File: config.mk
export PLATFORM = sky130hd
export DESIGN_NAME = rw_bus_interface_flat
export DESIGN_NICKNAME = d
export VERILOG_FILES = /design/src/rtl/rw_if_pkg.sv /design/src/rtl/rw_bus_interface_if.sv /design/src/rtl/bus_sync.sv /design/src/rtl/rw_bus_interface.sv /design/src/flat_wrapper.sv
export SDC_FILE = /design/constraint.sdc
export NUM_CORES = 1
export LEC_CHECK = 0
export CAP_MARGIN = 40
export CORE_ASPECT_RATIO = 2
export CORE_MARGIN = 5
export CORE_UTILIZATION = 35
export DETAILED_ROUTE_END_ITERATION = 8
export PLACE_DENSITY = 0.61
export SYNTH_ARGS = -nofsm -noshare
export SYNTH_HDL_FRONTEND = slang
export SYNTH_SLANG_ARGS = --single-unit
export TNS_END_PERCENT = 30
File: constraint.sdc
create_clock -name clk -period 2.2 [get_ports clk]
set_input_delay 0.33 -clock clk [delete_from_list [all_inputs] [get_ports clk]]
set_output_delay 0.33 -clock clk [all_outputs]
set_load 0.02 [all_outputs]
File: src/rtl/rw_if_pkg.sv
// Shared definitions for the CPU read/write bus interface: FSM state
// encoding, control-register address and the address-to-target decode.
package rw_if_pkg;

    typedef enum logic [1:0] {
        IDLE,
        WRITE,
        READ,
        CONFLICT
    } state_t;

    // Synchronisers shallower than this do not give metastability margin.
    localparam int MIN_SYNC_STG = 2;

    // The control-word register sits at the top of the address space.
    function automatic int ctrl_addr(input int addr_w);
        return (1 << addr_w) - 1;
    endfunction

    // One bit of the one-hot target vector: index idx < num_ch is a counter
    // channel, index num_ch is the control register. Addresses that hit
    // neither leave every bit clear (unmapped access).
    function automatic logic target_hit(input int addr, input int idx,
                                        input int num_ch, input int addr_w);
        if (idx < num_ch) begin
            return addr == idx;
        end
        return addr == ctrl_addr(addr_w);
    endfunction

endpackage

File: src/rtl/rw_bus_interface_if.sv
// CPU-side strobes/buses plus the decoded outputs towards the counter
// channels and control register, bundled as one interface.
interface rw_bus_interface_if #(
    parameter int NUM_CH = 3,
    parameter int ADDR_W = 2,
    parameter int DATA_W = 8
);
    logic              RD_n;
    logic              WR_n;
    logic              CS_n;
    logic [ADDR_W-1:0] A;
    logic [DATA_W-1:0] D_in;
    logic [NUM_CH:0]   wr_pulse;
    logic [DATA_W-1:0] wr_data;
    logic [NUM_CH:0]   rd_sel;
    logic              rd_done;
    logic              bus_oe;
    logic              err;

    // CPU / bus-model side
    modport master (
        output RD_n, WR_n, CS_n, A, D_in,
        input  wr_pulse, wr_data, rd_sel, rd_done, bus_oe, err
    );

    // Interface block side
    modport slave (
        input  RD_n, WR_n, CS_n, A, D_in,
        output wr_pulse, wr_data, rd_sel, rd_done, bus_oe, err
    );
endinterface

File: src/rtl/bus_sync.sv
// Multi-stage synchroniser for a bundle of asynchronous inputs. Every bit
// goes through the same number of flops so related signals stay aligned.
module bus_sync #(
    parameter int              WIDTH   = 1,
    parameter int              STAGES  = 2,
    parameter logic [WIDTH-1:0] RST_VAL = '0
) (
    input  logic             clk,
    input  logic             rst,
    input  logic [WIDTH-1:0] d,
    output logic [WIDTH-1:0] q
);
    logic [WIDTH-1:0] stage_q [STAGES];
    logic [WIDTH-1:0] stage_d [STAGES];

    // Each stage takes the previous one; stage 0 takes the raw input.
    always_comb begin
        stage_d[0] = d;
        for (int i = 1; i < STAGES; i++) begin
            stage_d[i] = stage_q[i-1];
        end
    end

    // Pipe registers, preset to the idle value of the bundle.
    always_ff @(posedge clk or posedge rst) begin
        if (rst) begin
            for (int i = 0; i < STAGES; i++) begin
                stage_q[i] <= RST_VAL;
            end
        end else begin
            for (int i = 0; i < STAGES; i++) begin
                stage_q[i] <= stage_d[i];
            end
        end
    end

    assign q = stage_q[STAGES-1];
endmodule

File: src/rtl/rw_bus_interface.sv
// CPU read/write bus interface for the timer core. Synchronises the CPU
// strobes and buses, then turns each access into a one-cycle write pulse
// (with latched data), a read-select level plus read-done pulse, or a
// sticky error when read and write are asserted together.
module rw_bus_interface
    import rw_if_pkg::*;
#(
    parameter int NUM_CH   = 3,
    parameter int ADDR_W   = 2,
    parameter int DATA_W   = 8,
    parameter int SYNC_STG = 2
) (
    input logic          clk,
    input logic          rst,
    rw_bus_interface_if.slave bus
);
    localparam int AD_W = ADDR_W + DATA_W;

    if (NUM_CH < 1 || NUM_CH >= (1 << ADDR_W) || SYNC_STG < MIN_SYNC_STG) begin : g_param_check
        $error("rw_bus_interface: need 1 <= NUM_CH < 2**ADDR_W and SYNC_STG >= 2");
    end

    logic [2:0]        strb_sync;
    logic [AD_W-1:0]   ad_sync;
    logic              s_rd, s_wr, s_cs;
    logic [ADDR_W-1:0] s_a;
    logic [DATA_W-1:0] s_d;
    logic [NUM_CH:0]   tgt_now;

    // Strobes idle high, address/data idle low; identical depth keeps
    // the address and data aligned with the strobe that qualifies them.
    bus_sync #(.WIDTH(3), .STAGES(SYNC_STG), .RST_VAL(3'b111)) u_sync_strb (
        .clk (clk),
        .rst (rst),
        .d   ({bus.RD_n, bus.WR_n, bus.CS_n}),
        .q   (strb_sync)
    );

    bus_sync #(.WIDTH(AD_W), .STAGES(SYNC_STG), .RST_VAL('0)) u_sync_ad (
        .clk (clk),
        .rst (rst),
        .d   ({bus.A, bus.D_in}),
        .q   (ad_sync)
    );

    assign {s_rd, s_wr, s_cs} = strb_sync;
    assign {s_a, s_d}         = ad_sync;

    genvar gi;
    for (gi = 0; gi <= NUM_CH; gi++) begin : g_decode
        assign tgt_now[gi] = target_hit(int'(s_a), gi, NUM_CH, ADDR_W);
    end

    state_t            state_q, state_d;
    logic [NUM_CH:0]   target_q, target_d;
    logic [NUM_CH:0]   wr_pulse_q, wr_pulse_d;
    logic [NUM_CH:0]   rd_sel_q, rd_sel_d;
    logic [DATA_W-1:0] wr_data_q, wr_data_d;
    logic              rd_done_q, rd_done_d;
    logic              bus_oe_q, bus_oe_d;
    logic              err_q, err_d;
    logic              conflict;

    assign conflict = !s_cs && !s_rd && !s_wr;

    // Next-state and output decode; pulses and read levels default low.
    always_comb begin
        state_d    = state_q;
        target_d   = target_q;
        wr_pulse_d = '0;
        wr_data_d  = wr_data_q;
        rd_sel_d   = '0;
        rd_done_d  = 1'b0;
        bus_oe_d   = 1'b0;
        err_d      = err_q;

        if (conflict) begin
            // Simultaneous read and write wins over any access in flight.
            state_d = CONFLICT;
            err_d   = 1'b1;
        end else begin
            case (state_q)
                IDLE: begin
                    if (!s_cs && !s_wr) begin
                        state_d   = WRITE;
                        target_d  = tgt_now;
                        wr_data_d = s_d;
                    end else if (!s_cs && !s_rd) begin
                        state_d  = READ;
                        target_d = tgt_now;
                        rd_sel_d = tgt_now;
                        bus_oe_d = |tgt_now;
                    end
                end
                WRITE: begin
                    if (s_cs) begin
                        state_d = IDLE;
                    end else if (s_wr) begin
                        wr_pulse_d = target_q;
                        state_d    = IDLE;
                    end else begin
                        // Keep following the data until the strobe lifts.
                        wr_data_d = s_d;
                    end
                end
                READ: begin
                    if (s_cs) begin
                        state_d = IDLE;
                    end else if (s_rd) begin
                        rd_done_d = 1'b1;
                        state_d   = IDLE;
                    end else begin
                        // Target frozen at entry; address changes are ignored.
                        rd_sel_d = target_q;
                        bus_oe_d = |target_q;
                    end
                end
                CONFLICT: begin
                    if (s_rd && s_wr) begin
                        state_d = IDLE;
                    end
                end
                default: state_d = IDLE;
            endcase
        end
    end

    // State and registered outputs.
    always_ff @(posedge clk or posedge rst) begin
        if (rst) begin
            state_q    <= IDLE;
            target_q   <= '0;
            wr_pulse_q <= '0;
            wr_data_q  <= '0;
            rd_sel_q   <= '0;
            rd_done_q  <= 1'b0;
            bus_oe_q   <= 1'b0;
            err_q      <= 1'b0;
        end else begin
            state_q    <= state_d;
            target_q   <= target_d;
            wr_pulse_q <= wr_pulse_d;
            wr_data_q  <= wr_data_d;
            rd_sel_q   <= rd_sel_d;
            rd_done_q  <= rd_done_d;
            bus_oe_q   <= bus_oe_d;
            err_q      <= err_d;
        end
    end

    assign bus.wr_pulse = wr_pulse_q;
    assign bus.wr_data  = wr_data_q;
    assign bus.rd_sel   = rd_sel_q;
    assign bus.rd_done  = rd_done_q;
    assign bus.bus_oe   = bus_oe_q;
    assign bus.err      = err_q;
endmodule

File: src/flat_wrapper.sv
// flat-port wrapper written by rule: the top's interface ports become plain ports
module rw_bus_interface_flat import rw_if_pkg::*;
#(
    parameter int NUM_CH   = 3,
    parameter int ADDR_W   = 2,
    parameter int DATA_W   = 8,
    parameter int SYNC_STG = 2
)
  (clk, rst, bus_RD_n, bus_WR_n, bus_CS_n, bus_A, bus_D_in, bus_wr_pulse, bus_wr_data, bus_rd_sel, bus_rd_done, bus_bus_oe, bus_err);
  rw_bus_interface_if #(.NUM_CH(NUM_CH), .ADDR_W(ADDR_W), .DATA_W(DATA_W)) bus_i ();
  input logic clk;
  input logic rst;
  input wire logic [$bits(bus_i.RD_n)-1:0] bus_RD_n;
  input wire logic [$bits(bus_i.WR_n)-1:0] bus_WR_n;
  input wire logic [$bits(bus_i.CS_n)-1:0] bus_CS_n;
  input wire logic [$bits(bus_i.A)-1:0] bus_A;
  input wire logic [$bits(bus_i.D_in)-1:0] bus_D_in;
  output wire logic [$bits(bus_i.wr_pulse)-1:0] bus_wr_pulse;
  output wire logic [$bits(bus_i.wr_data)-1:0] bus_wr_data;
  output wire logic [$bits(bus_i.rd_sel)-1:0] bus_rd_sel;
  output wire logic [$bits(bus_i.rd_done)-1:0] bus_rd_done;
  output wire logic [$bits(bus_i.bus_oe)-1:0] bus_bus_oe;
  output wire logic [$bits(bus_i.err)-1:0] bus_err;
  assign bus_i.RD_n = bus_RD_n;
  assign bus_i.WR_n = bus_WR_n;
  assign bus_i.CS_n = bus_CS_n;
  assign bus_i.A = bus_A;
  assign bus_i.D_in = bus_D_in;
  assign bus_wr_pulse = bus_i.wr_pulse;
  assign bus_wr_data = bus_i.wr_data;
  assign bus_rd_sel = bus_i.rd_sel;
  assign bus_rd_done = bus_i.rd_done;
  assign bus_bus_oe = bus_i.bus_oe;
  assign bus_err = bus_i.err;
  rw_bus_interface #(.NUM_CH(NUM_CH), .ADDR_W(ADDR_W), .DATA_W(DATA_W), .SYNC_STG(SYNC_STG)) u_core (.clk(clk), .rst(rst), .bus(bus_i));
endmodule
[Word-level counts from Yosys, hierarchy flattened]
Index checks and enable logic that the tools add are counted.
Cells by class
  reductions and logical operators: 16
  equal/unequal tests: 13
  multiplexer cells: 35
  bitwise gates (word level): 1
Operator list (number)
  $mux W4: 11
  $mux W8: 3
  $mux W2: 8
  $pmux W8 S2: 1
  $mux W1: 9
  $eq A2 B2 Y1 const B: 4
  $ne A4 B3 Y1 const B: 2
  $pmux W2 S4: 1
  $pmux W4 S2: 1
  $reduce_or A4 Y1: 2
  $reduce_and A5 Y1: 1
  $eq A2 B1 Y1 const B: 2
  $logic_and A1 B1 Y1: 4
  $logic_not A2 Y1: 2
  $ne A2 B2 Y1 const B: 2
  $ne A4 B1 Y1 const B: 1
  $reduce_and A4 Y1: 1
  $reduce_bool A2 Y1: 2
  $logic_not A1 Y1: 3
  $ne A3 B1 Y1 const B: 1
  $reduce_and A3 Y1: 1
  $ne A2 B1 Y1 const B: 1
  $pmux W1 S2: 1
  $not A1 Y1: 1
Word-level totals
  input bits: 15
  register bits: 51

[Longest topological paths before layout]
Gate-level depths: netlist (run 1).
  depth in word-level cells: 6
  depth in mapped cells: 5
  mapped depth without buffers: 3

[Hierarchy]
From an unflattened synthesis (run 1), not the netlist that was laid out.
Second synthesis, totals
  cell total of the unflattened synthesis: 110
  area total of the unflattened synthesis: 1691.6 um^2
By module, submodules not included
  rw_bus_interface: area each 1026.0 um^2, sequential area each 625.6 um^2, cells an instance 82, instances 1
  bus_sync at u_core.u_sync_ad: area each 504.2 um^2, sequential area each 500.5 um^2, cells an instance 21, instances 1
  bus_sync at u_core.u_sync_strb: area each 161.4 um^2, sequential area each 157.7 um^2, cells an instance 7, instances 1

[Worst setup path before layout (run 1)]
OpenSTA, ideal clock, no wires.
  path kind: reg2reg
  start point: reg u_core.u_sync_strb.stage_q (netlist bit u_core.u_sync_strb.q[2])
  end point: reg u_core.target_q[0]
  period minus slack after synthesis: 1.613 ns
  path slack: 0.587 ns
  data required time: 2.075 ns
  stages on the path, launching flop included: 6
  data arrival time: 1.488 ns
  cell sequence: dfstp_2 > buf_6 > xnor2_1 > or4_1 > buf_2 > mux2_4
On the way
  cells in the longest elaborated chain, start to end: 5
  elaborated cells on any way between the ends: 6
RTL lines
  start: declaration: line bus_sync.sv:13  | logic [WIDTH-1:0] stage_q [STAGES];
  start signal: indexed assignment: line bus_sync.sv:32  | stage_q[i] <= stage_d[i];
  $logic_not A1 Y1 (*): line rw_bus_interface.sv:64, rw_bus_interface.sv:88
  $logic_and A1 B1 Y1 (*): line rw_bus_interface.sv:64, rw_bus_interface.sv:88
  $logic_and A1 B1 Y1: line rw_bus_interface.sv:64  | assign conflict = !s_cs && !s_rd && !s_wr;
  $not A1 Y1 (no line)
  $reduce_and A3 Y1 (no line) (*)
  end signal: assignment: line rw_bus_interface.sv:141  | target_q <= target_d;
  end: declaration: line rw_bus_interface.sv:55  | logic [NUM_CH:0] target_q, target_d;
Every way passes the cells marked *; elsewhere a longest branch is shown, timed or not.
A chain may end at the register's enable or synchronous reset.

[Final worst setup path (run 1)]
  start point: reg u_core.u_sync_strb.stage_q (netlist bit u_core.u_sync_strb.q[1])
  end point: reg u_core.target_q[1]
On the way
  cells in the longest elaborated chain, start to end: 4
  elaborated cells on any way between the ends: 7
RTL lines (line)
  $logic_not A1 Y1 (*): rw_bus_interface.sv:64, rw_bus_interface.sv:84
  $logic_and A1 B1 Y1, on equally long branches: rw_bus_interface.sv:84, rw_bus_interface.sv:64
  $reduce_bool A2 Y1 (no line) / $not A1 Y1 (equally long branches)
  $reduce_and A3 Y1 (no line)
Marks and branches as above.

==> results of run 1 <==
-- worst max-delay path, stage by stage, from the launching register on --
cell     delay, ns
dfstp_2       0.66
xnor2_1       0.09
or4_1         0.55
mux2_4        0.35
-- final cells by class --
| type | instances | area (um^2) | share of cell area |
|---|---|---|---|
| Clock buffer | 7 | 76.3 | 0.0348 |
| Clock inverter | 1 | 30.0 | 0.0137 |
| Inverter | 2 | 7.51 | 0.00342 |
| Multi-Input combinational cell | 50 | 380 | 0.173 |
| Sequential cell | 51 | 1280 | 0.585 |
| Tap cell | 57 | 71.3 | 0.0325 |
| Timing Repair Buffer | 35 | 345 | 0.157 |
-- cells by family (layout without fill, tap and decap cells) --
logic type / count (synthesis) / in the layout / synth area share
DFF: 51 / 51 / 0.749
buffers and inverters: 8 / 45 / 0.0292
AOI/OAI and AO/OA: 11 / 11 / 0.0409
and+or+nand+nor: 26 / 26 / 0.0912
muxes: 12 / 12 / 0.0847
xor gates and xnor gates: 1 / 1 / 0.00511
-- final timing paths --
path                                                             from                               to  slack, ns  cells after the start
worst max-delay path                u_core.u_sync_strb.q[1]$_DFF_PP1_   u_core.target_q[1]$_DFFE_PP0P_       0.43                      3
worst min-delay path                                              rst   u_core.target_q[3]$_DFFE_PP0P_       0.26                      2
worst max register to register      u_core.u_sync_strb.q[1]$_DFF_PP1_   u_core.target_q[1]$_DFFE_PP0P_       0.43                      3
worst min register to register  u_core.u_sync_ad.stage_d[4]$_DFF_PP0_  u_core.u_sync_ad.q[4]$_DFF_PP0_       0.35                      0
max in group asynchronous                                         rst  u_core.u_sync_ad.q[2]$_DFF_PP0_       1.37                      3
min in group clk                u_core.u_sync_ad.stage_d[4]$_DFF_PP0_  u_core.u_sync_ad.q[4]$_DFF_PP0_       0.35                      0
-- synth_stat cells --
| library cell | n | share of area |
|---|---|---|
| a21oi_1 | 5 | 0.015 |
| a22oi_1 | 2 | 0.0088 |
| a32oi_1 | 2 | 0.010 |
| and2_1 | 3 | 0.011 |
| buf_2 | 1 | 0.0029 |
| buf_4 | 1 | 0.0044 |
| buf_6 | 2 | 0.013 |
| clkbuf_1 | 2 | 0.0044 |
| dfrtp_1 | 45 | 0.66 |
| dfstp_2 | 6 | 0.092 |
| inv_1 | 2 | 0.0044 |
| mux2_2 | 8 | 0.053 |
| mux2_4 | 3 | 0.026 |
| mux2i_1 | 1 | 0.0058 |
| nand2_1 | 4 | 0.0088 |
| nor2_1 | 6 | 0.013 |
| nor2b_1 | 4 | 0.015 |
| nor3_1 | 3 | 0.0088 |
| nor4_1 | 2 | 0.0073 |
| nor4b_4 | 1 | 0.014 |
| o22ai_1 | 2 | 0.0073 |
| or2_2 | 1 | 0.0037 |
| or4_1 | 1 | 0.0044 |
| or4b_2 | 1 | 0.0058 |
| xnor2_1 | 1 | 0.0051 |
-- sequential cells by signal, indices dropped and copies added, names as in the netlist --
| register | flops |
|---|---|
| u_core.bus.bus_oe | 1 |
| u_core.bus.err | 1 |
| u_core.bus.rd_done | 1 |
| u_core.bus.rd_sel | 4 |
| u_core.bus.wr_data | 8 |
| u_core.bus.wr_pulse | 4 |
| u_core.state_q | 2 |
| u_core.target_q | 4 |
| u_core.u_sync_ad.q | 10 |
| u_core.u_sync_ad.stage_d | 10 |
| u_core.u_sync_strb.q | 3 |
| u_core.u_sync_strb.stage_d | 3 |
-- per-layer routing --
| metal | global-route usage | part of all wire | up-vias |
|---|---|---|---|
| li1 | - | - | 437 |
| met1 | 0.108 | 0.35 | 475 |
| met2 | 0.164 | 0.56 | 24 |
| met3 | 0.0273 | 0.051 | 7 |
| met4 | 0.0632 | 0.030 | 0 |
| met5 | 0 | 0 | - |
-- power groups by stage --
stage | combinational (mW) | clock, mW | sequential, mW
after floorplan | 0.125 | 0 | 1.13
after global placement | 0.282 | 0 | 1.11
after detailed placement | 0.292 | 0 | 1.11
after CTS | 0.292 | 0.641 | 1.09
after global routing | 0.308 | 0.669 | 1.11
final | 0.286 | 0.610 | 1.09
-- per-stage QoR --
stage                     std cells  total power [mW]  hold WS, ns
after detailed placement        195              1.40        0.336
after global placement          195              1.39        0.332
final                           203              1.99        0.263
after floorplan                 109              1.26        0.331
after CTS                       203              2.03        0.261
after global routing            203              2.08        0.270
==> results.sh, run 1 <==
export IMPL_portBuffers=33
export IMPL_grt_max_degree=25
export IMPL_cap_violations=0
export IMPL_postRouteWirelength_um=2760
export IMPL_tns_ns=0
export IMPL_required_ns=2.38
export IMPL_grt_antenna_before_repair=0
export IMPL_detail_route_first_pass_iterations=4
export IMPL_final_common_cell="dfrtp_1"
export IMPL_cp_arrival_ns=1.95
export IMPL_fin_crit_sh=0.803
export IMPL_rows=36
export IMPL_ys_types=25
export IMPL_final_antenna_net_count=0
export IMPL_synthesis_area_mm2=0.00171
export IMPL_yosys_register_bits=51
export IMPL_vdd_drop_max_v=0.000562
export IMPL_worstSetupStartpointType="flop"
export IMPL_p_switching_uw=464
export IMPL_drive_gt1_frac=0.199
export IMPL_yosys_warnings=0
export IMPL_drt_iter0_markers=22
export IMPL_rsz0062_at_grt="no"
export IMPL_wire_per_inst_um=13.6
export IMPL_cts_sinks=51
export IMPL_p_sw_frac=0.233
export IMPL_path_clk_slew_ns=0.09
export IMPL_die_area_mm2=0.00648
export IMPL_setup_slack_ns=0.432
export IMPL_drt_vias_per_instance=4.65
export IMPL_pin_count=34
export IMPL_root_buffer="clkbuf_8"
export IMPL_synth_seq_area_share=0.749
export IMPL_leakagePower_nw=0.941
export IMPL_cts_buffers=5
export IMPL_grt_pass1_wl_um=4690
export IMPL_start_util=0.356
export IMPL_drc=0
export IMPL_setup_violations=0
export IMPL_die_w_um=59.5
export IMPL_clock_latency_ns=0.30
export IMPL_crit_path_max_fanout=11
export IMPL_ctsHoldBuffers=0
export IMPL_tightestPinTransition_ns=0.549
export IMPL_power_density_mw_per_mm2=906
export IMPL_p_seq_frac=0.550
export IMPL_vias=943
export IMPL_cts_tree="done"
export IMPL_post_route_util=0.455
export IMPL_core_area_mm2=0.00482
export IMPL_cts_htree_levels=2
export IMPL_comb_power_share=0.144
export IMPL_grt_pass1_vias=979
export IMPL_place_gp_congestion=0.868
export IMPL_layout_common_cells="dfrtp_1 (45), clkdlybuf4s50_1 (33), mux2_2 (8)"
export IMPL_dp_hpwl_um=2030
export IMPL_die_height_um=109
export IMPL_fill_cells=423
export IMPL_overflow=0
export IMPL_place_area_mm2=0.00209
export IMPL_cts_setup_buffers=0
export IMPL_syn_area_per_cell_um2=15.7
export IMPL_syn_inst=109
export IMPL_slew_limit_headroom=0.632
export IMPL_clockBufferDepth=2
export IMPL_end_kind="flop"
export IMPL_hold_viol=0
export IMPL_finalMaxSlewViolations=0
export IMPL_p_int_mw=1.53
export IMPL_fmax_ghz=0.566
export IMPL_n_antenna_cell=0
export IMPL_pre_cts_ws_ns=0.458
export IMPL_stdcell_area_mm2=0.00219
export IMPL_synthesis_nets=124
export IMPL_ctsResizeCount=0
export IMPL_holdCritPathClass="in2async"
export IMPL_worstSetupPathType="reg2reg"
export IMPL_clkPwrFrac=0.307
export IMPL_area_growth_pct=28.0
export IMPL_grtUsageTotal=0.0989
export IMPL_nets=160
export IMPL_min_period_ns=1.77
export IMPL_fin_skew_ns=0.0108
export IMPL_outcome="finished, final reports clean"
Note: power is estimated with default switching activity, not from simulation.
==> run 2: changes to the inputs <==
==> constraint.sdc (replaced) <==
create_clock -name clk -period 1.7 [get_ports clk]
set_input_delay 0.255 -clock clk [delete_from_list [all_inputs] [get_ports clk]]
set_output_delay 0.255 -clock clk [all_outputs]
set_load 0.02 [all_outputs]
==> run 2 against run 1 <==
Count of clock-buffer cells in the layout decreased by 1. Sequential cell count unchanged. Clock power increased by 36%. Sequential power increased by 29%. Via count decreased by 0.85%. Clock skew decreased by 0.0025 ns. Non-clock buffer count increased by 4. Worst setup slack got worse by 0.32 ns. Routed wire length decreased by 0.91%. Critical path depth unchanged. Critical path type unchanged.
==> results.sh, run 2 (same netlist as run 1, synthesis figures left out) <==
export IMPL_portBuffers=33
export IMPL_min_period_ns=1.59
export IMPL_cap_violations=0
export IMPL_core_area_mm2=0.00482
export IMPL_grt_pass1_vias=1011
export IMPL_p_sw_frac=0.231
export IMPL_pin_count=34
export IMPL_finalMaxSlewViolations=0
export IMPL_final_antenna_net_count=0
export IMPL_power_density_mw_per_mm2=1170
export IMPL_nets=164
export IMPL_die_w_um=59.5
export IMPL_layout_common_cells="dfrtp_1 (45), clkdlybuf4s50_1 (33), mux2_2 (8)"
export IMPL_cp_arrival_ns=1.77
export IMPL_grt_util_met1=0.0960
export IMPL_setup_violations=0
export IMPL_p_switching_uw=606
export IMPL_use_met2=0.175
export IMPL_drt_vias_per_instance=4.52
export IMPL_drc=0
export IMPL_ctsResizeCount=0
export IMPL_ctsHoldBuffers=0
export IMPL_grt_busiest_layer="met2"
export IMPL_final_common_cell="dfrtp_1"
export IMPL_p_int_mw=2.02
export IMPL_vdd_drop_max_v=0.000930
export IMPL_outcome="finished, final reports clean"
export IMPL_cts_setup_buffers=0
export IMPL_pre_cts_ws_ns=0.102
export IMPL_start_util=0.356
export IMPL_area_growth_pct=31.2
export IMPL_leakagePower_nw=0.975
export IMPL_die_area_mm2=0.00648
export IMPL_worstSetupStartpointType="flop"
export IMPL_vias=935
export IMPL_clockBufferDepth=2
export IMPL_grt_max_degree=52
export IMPL_path_clk_slew_ns=0.09
export IMPL_dp_hpwl_um=2020
export IMPL_place_gp_congestion=0.853
export IMPL_use_met3=0.0332
export IMPL_setup_slack_ns=0.111
export IMPL_required_ns=1.88
export IMPL_overflow=0
export IMPL_grt_pass1_wl_um=4690
export IMPL_slew_limit_headroom=0.829
export IMPL_cts_tree="done"
export IMPL_fmax_ghz=0.629
export IMPL_die_height_um=109
export IMPL_holdCritPathClass="in2async"
export IMPL_clock_latency_ns=0.29
export IMPL_drt_iter0_markers=13
export IMPL_reg2reg_from="u_core.u_sync_strb.q[1]$_DFF_PP1_"
export IMPL_drive_gt1_frac=0.233
export IMPL_grtUsageTotal=0.0997
export IMPL_rows=36
export IMPL_multi_input_area_um2=380
export IMPL_cts_htree_levels=2
export IMPL_cts_buffers=5
export IMPL_startpoint="u_core.u_sync_strb.q[1]$_DFF_PP1_"
export IMPL_n_antenna_cell=0
export IMPL_wire_per_inst_um=13.2
export IMPL_tightestPinTransition_ns=0.255
export IMPL_hold_ws_ns=0.329
export IMPL_finalPower_mw=2.63
export IMPL_detail_route_first_pass_iterations=4
export IMPL_postRouteWirelength_um=2730
export IMPL_tns_ns=0
export IMPL_root_buffer="clkbuf_8"
export IMPL_fin_crit_sh=0.935
export IMPL_grt_antenna_before_repair=0
export IMPL_p_seq_frac=0.535
export IMPL_layout_area_seq_mm2=0.00128
export IMPL_clkPwrFrac=0.315
export IMPL_end_kind="flop"
export IMPL_worstSetupPathType="reg2reg"
export IMPL_crit_path_max_fanout=4
export IMPL_fin_skew_ns=0.00837
export IMPL_hold_viol=0
export IMPL_comb_power_share=0.150
export IMPL_fill_cells=426
export IMPL_rsz0062_at_grt="no"
export IMPL_cts_sinks=51
## run 2: changes by cell type in the layout (fill, tap and decap cells not counted), sizes merged
cell | before | now
buf | 2 | 6
clkbuf | 7 | 6
clkinv | 0 | 1
## run 2: layer usage
layer  vias up  wire (um)  part of all wire
met3         6        150             0.055
met1       461        923              0.34
li1        444          -                 -
met4         0         76             0.028
met5         -          0                 0
met2        24       1580              0.58
## run 2: final timing paths
path,to,cells after the start,slack (ns)
max reg2reg,u_core.target_q[1]$_DFFE_PP0P_,3,0.11
max in group asynchronous,u_core.u_sync_strb.stage_d[2]$_DFF_PP1_,3,1.09
min reg2reg,u_core.u_sync_ad.q[4]$_DFF_PP0_,0,0.35
min in group clk,u_core.u_sync_ad.q[4]$_DFF_PP0_,0,0.35
max,u_core.target_q[1]$_DFFE_PP0P_,3,0.11
min,u_core.u_sync_ad.stage_d[7]$_DFF_PP0_,3,0.33
## run 2: final cells by class
class | count | area share
clock buffers | 6 | 0.0367
clock inverters | 2 | 0.0156
inverters | 2 | 0.00334
multi-input cells | 50 | 0.169
flip-flops and latches | 51 | 0.571
well taps | 57 | 0.0317
repair buffers | 39 | 0.173
## run 2: worst max-delay path, cell delays in order, from the launching register on
cell     delay (ns)
dfstp_2        0.54
xnor2_1        0.06
or4_1          0.54
mux2_4         0.34
## run 2: through the flow
| stage | util | instance area, um^2 | cells |
|---|---|---|---|
| after CTS | 0.467 | 2250 | 207 |
| after global placement | 0.442 | 2130 | 199 |
| final | 0.467 | 2250 | 207 |
| after global routing | 0.467 | 2250 | 207 |
| after floorplan | - | 1710 | 109 |
| after detailed placement | 0.442 | 2130 | 199 |
## run 2: power by group through the flow
| stage | clock (mW) | sequential [mW] | combinational (mW) |
|---|---|---|---|
| floorplan | 0 | 1.47 | 0.161 |
| global placement | 0 | 1.42 | 0.391 |
| detailed placement | 0 | 1.43 | 0.400 |
| CTS | 0.862 | 1.41 | 0.402 |
| global route | 0.914 | 1.42 | 0.427 |
| finish | 0.828 | 1.41 | 0.394 |
==> run 3: changes to the inputs <==
--- a/config.mk
+++ b/config.mk
@@ -11,6 +11,8 @@
 export CORE_UTILIZATION = 35
 export DETAILED_ROUTE_END_ITERATION = 8
 export PLACE_DENSITY = 0.61
+export SETUP_SLACK_MARGIN = 0.4
+export SKIP_CTS_REPAIR_TIMING = 1
 export SYNTH_ARGS = -nofsm -noshare
 export SYNTH_HDL_FRONTEND = slang
 export SYNTH_SLANG_ARGS = --single-unit
==> run 3 against run 2 <==
Sequential share of layout area decreased by 1.5 points. Critical path depth decreased by 2. Combinational power increased by 11%. Core utilization increased by 1.3 points. Largest cell class unchanged. Total power decreased by 5.3%. Sequential cell count unchanged.
==> results.sh, run 3 (same netlist as run 1, synthesis figures left out) <==
export IMPL_outcome="finished, final reports clean"
export IMPL_layout_common_cells="dfrtp_1 (45), clkdlybuf4s50_1 (32), mux2_4 (10)"
export IMPL_final_common_cell="dfrtp_1"
export IMPL_dp_hpwl_um=1990
export IMPL_die_area_mm2=0.00648
export IMPL_overflow=0
export IMPL_worstSetupPathType="reg2out"
export IMPL_p_switching_uw=615
export IMPL_power_density_mw_per_mm2=1080
export IMPL_cts_htree_levels=2
export IMPL_cp_arrival_ns=1.28
export IMPL_clock_latency_ns=0.29
export IMPL_cap_violations=0
export IMPL_tightestPinTransition_ns=0.369
export IMPL_comb_power_share=0.176
export IMPL_cts_sinks=51
export IMPL_place_area_mm2=0.00215
export IMPL_grt_pass1_vias=1065
export IMPL_path_clk_slew_ns=0.08
export IMPL_root_buffer="clkbuf_8"
export IMPL_rows=36
export IMPL_vdd_drop_max_v=0.000657
export IMPL_die_w_um=59.5
export IMPL_pin_count=34
export IMPL_postRouteWirelength_um=2960
export IMPL_p_seq_frac=0.566
export IMPL_leakagePower_nw=1.02
export IMPL_drive_gt1_frac=0.263
export IMPL_fin_crit_sh=0.904
export IMPL_setup_violations=0
export IMPL_clkPwrFrac=0.257
export IMPL_required_ns=1.44
export IMPL_crit_path_max_fanout=2
export IMPL_final_cells=213
export IMPL_fmax_ghz=0.650
export IMPL_place_gp_congestion=0.889
export IMPL_pre_cts_ws_ns=0.100
export IMPL_n_antenna_cell=0
export IMPL_drt_iter0_markers=9
export IMPL_drt_vias_per_instance=4.70
export IMPL_cpMaxStageDelayCell="clkdlybuf4s50_1"
export IMPL_clockBufferDepth=2
export IMPL_vias=1002
export IMPL_cts_tree="done"
export IMPL_nets=170
export IMPL_area_growth_pct=34.7
export IMPL_portBuffers=33
export IMPL_grt_antenna_before_repair=0
export IMPL_dp_cells=199
export IMPL_grt_pass1_wl_um=4890
export IMPL_min_period_ns=1.54
export IMPL_slew_limit_headroom=0.752
export IMPL_drc=0
export IMPL_p_int_mw=1.87
export IMPL_tns_ns=0
export IMPL_start_util=0.356
export IMPL_setup_slack_ns=0.162
export IMPL_critPathMaxStageDelay_ns=0.62
export IMPL_holdCritPathClass="reg2reg"
export IMPL_die_height_um=109
export IMPL_core_area_mm2=0.00482
export IMPL_rsz0062_at_grt="yes"
export IMPL_worstSetupStartpointType="flop"
export IMPL_grt_max_degree=52
export IMPL_cts_buffers=5
export IMPL_cpLargestDelayFamily="buffers and inverters"
export IMPL_stdcell_area_mm2=0.00231
export IMPL_grtUsageTotal=0.104
export IMPL_finalMaxSlewViolations=0
export IMPL_fin_skew_ns=0.00610
export IMPL_final_antenna_net_count=0
export IMPL_crit_path_cell_trace="clkdlybuf4s50_1"
export IMPL_end_kind="output port"
export IMPL_path_buf_inv=1
export IMPL_hold_viol=0
export IMPL_wire_per_inst_um=13.9
export IMPL_p_sw_frac=0.247
export IMPL_detail_route_first_pass_iterations=4
## run 3: path summary, 6_finish.rpt
kind                                                        from                                 to  slack (ns)  depth (start not counted)
setup / recovery               u_core.bus.wr_data[2]$_DFFE_PP0P_                     bus_wr_data[2]        0.16                          1
hold / removal             u_core.u_sync_ad.stage_d[4]$_DFF_PP0_    u_core.u_sync_ad.q[4]$_DFF_PP0_        0.35                          0
setup reg to reg               u_core.u_sync_strb.q[1]$_DFF_PP1_     u_core.target_q[2]$_DFFE_PP0P_        0.17                          3
hold reg to reg            u_core.u_sync_ad.stage_d[4]$_DFF_PP0_    u_core.u_sync_ad.q[4]$_DFF_PP0_        0.35                          0
max in group asynchronous                                    rst  u_core.u_sync_strb.q[2]$_DFF_PP1_        1.05                          3
min in group asynchronous                                    rst  u_core.bus.wr_data[3]$_DFFE_PP0P_        0.37                          3
## run 3: power groups by stage
stage	clock [mW]	sequential, mW	combinational (mW)
global route	0.707	1.42	0.473
finish	0.640	1.41	0.439
CTS	0.670	1.41	0.421
floorplan	0	1.47	0.179
global placement	0	1.42	0.406
detailed placement	0	1.43	0.416
## run 3: cell type report
| class | instances | area (um^2) |
|---|---|---|
| clock buffers | 8 | 80.1 |
| multi-input cells | 50 | 419 |
| inverters | 2 | 11.3 |
| flip-flops and latches | 51 | 1280 |
| fillers | 402 | 2510 |
| well taps | 57 | 71.3 |
| repair buffers | 45 | 444 |
## run 3: per-layer routing
layer  share of wire  wire (um)  GRT usage
met5               0          0          0
met4           0.045        133     0.0762
met3           0.059        174     0.0355
met2            0.56       1640      0.173
met1            0.34       1000      0.102
## run 3: per-stage QoR
| step | hold slack (ns) | util | power, mW |
|---|---|---|---|
| final | 0.352 | 0.479 | 2.49 |
| after CTS | 0.348 | 0.463 | 2.50 |
| after global routing | 0.347 | 0.479 | 2.60 |
| after global placement | 0.333 | 0.447 | 1.83 |
| after floorplan | 0.259 | - | 1.65 |
| after detailed placement | 0.336 | 0.447 | 1.85 |
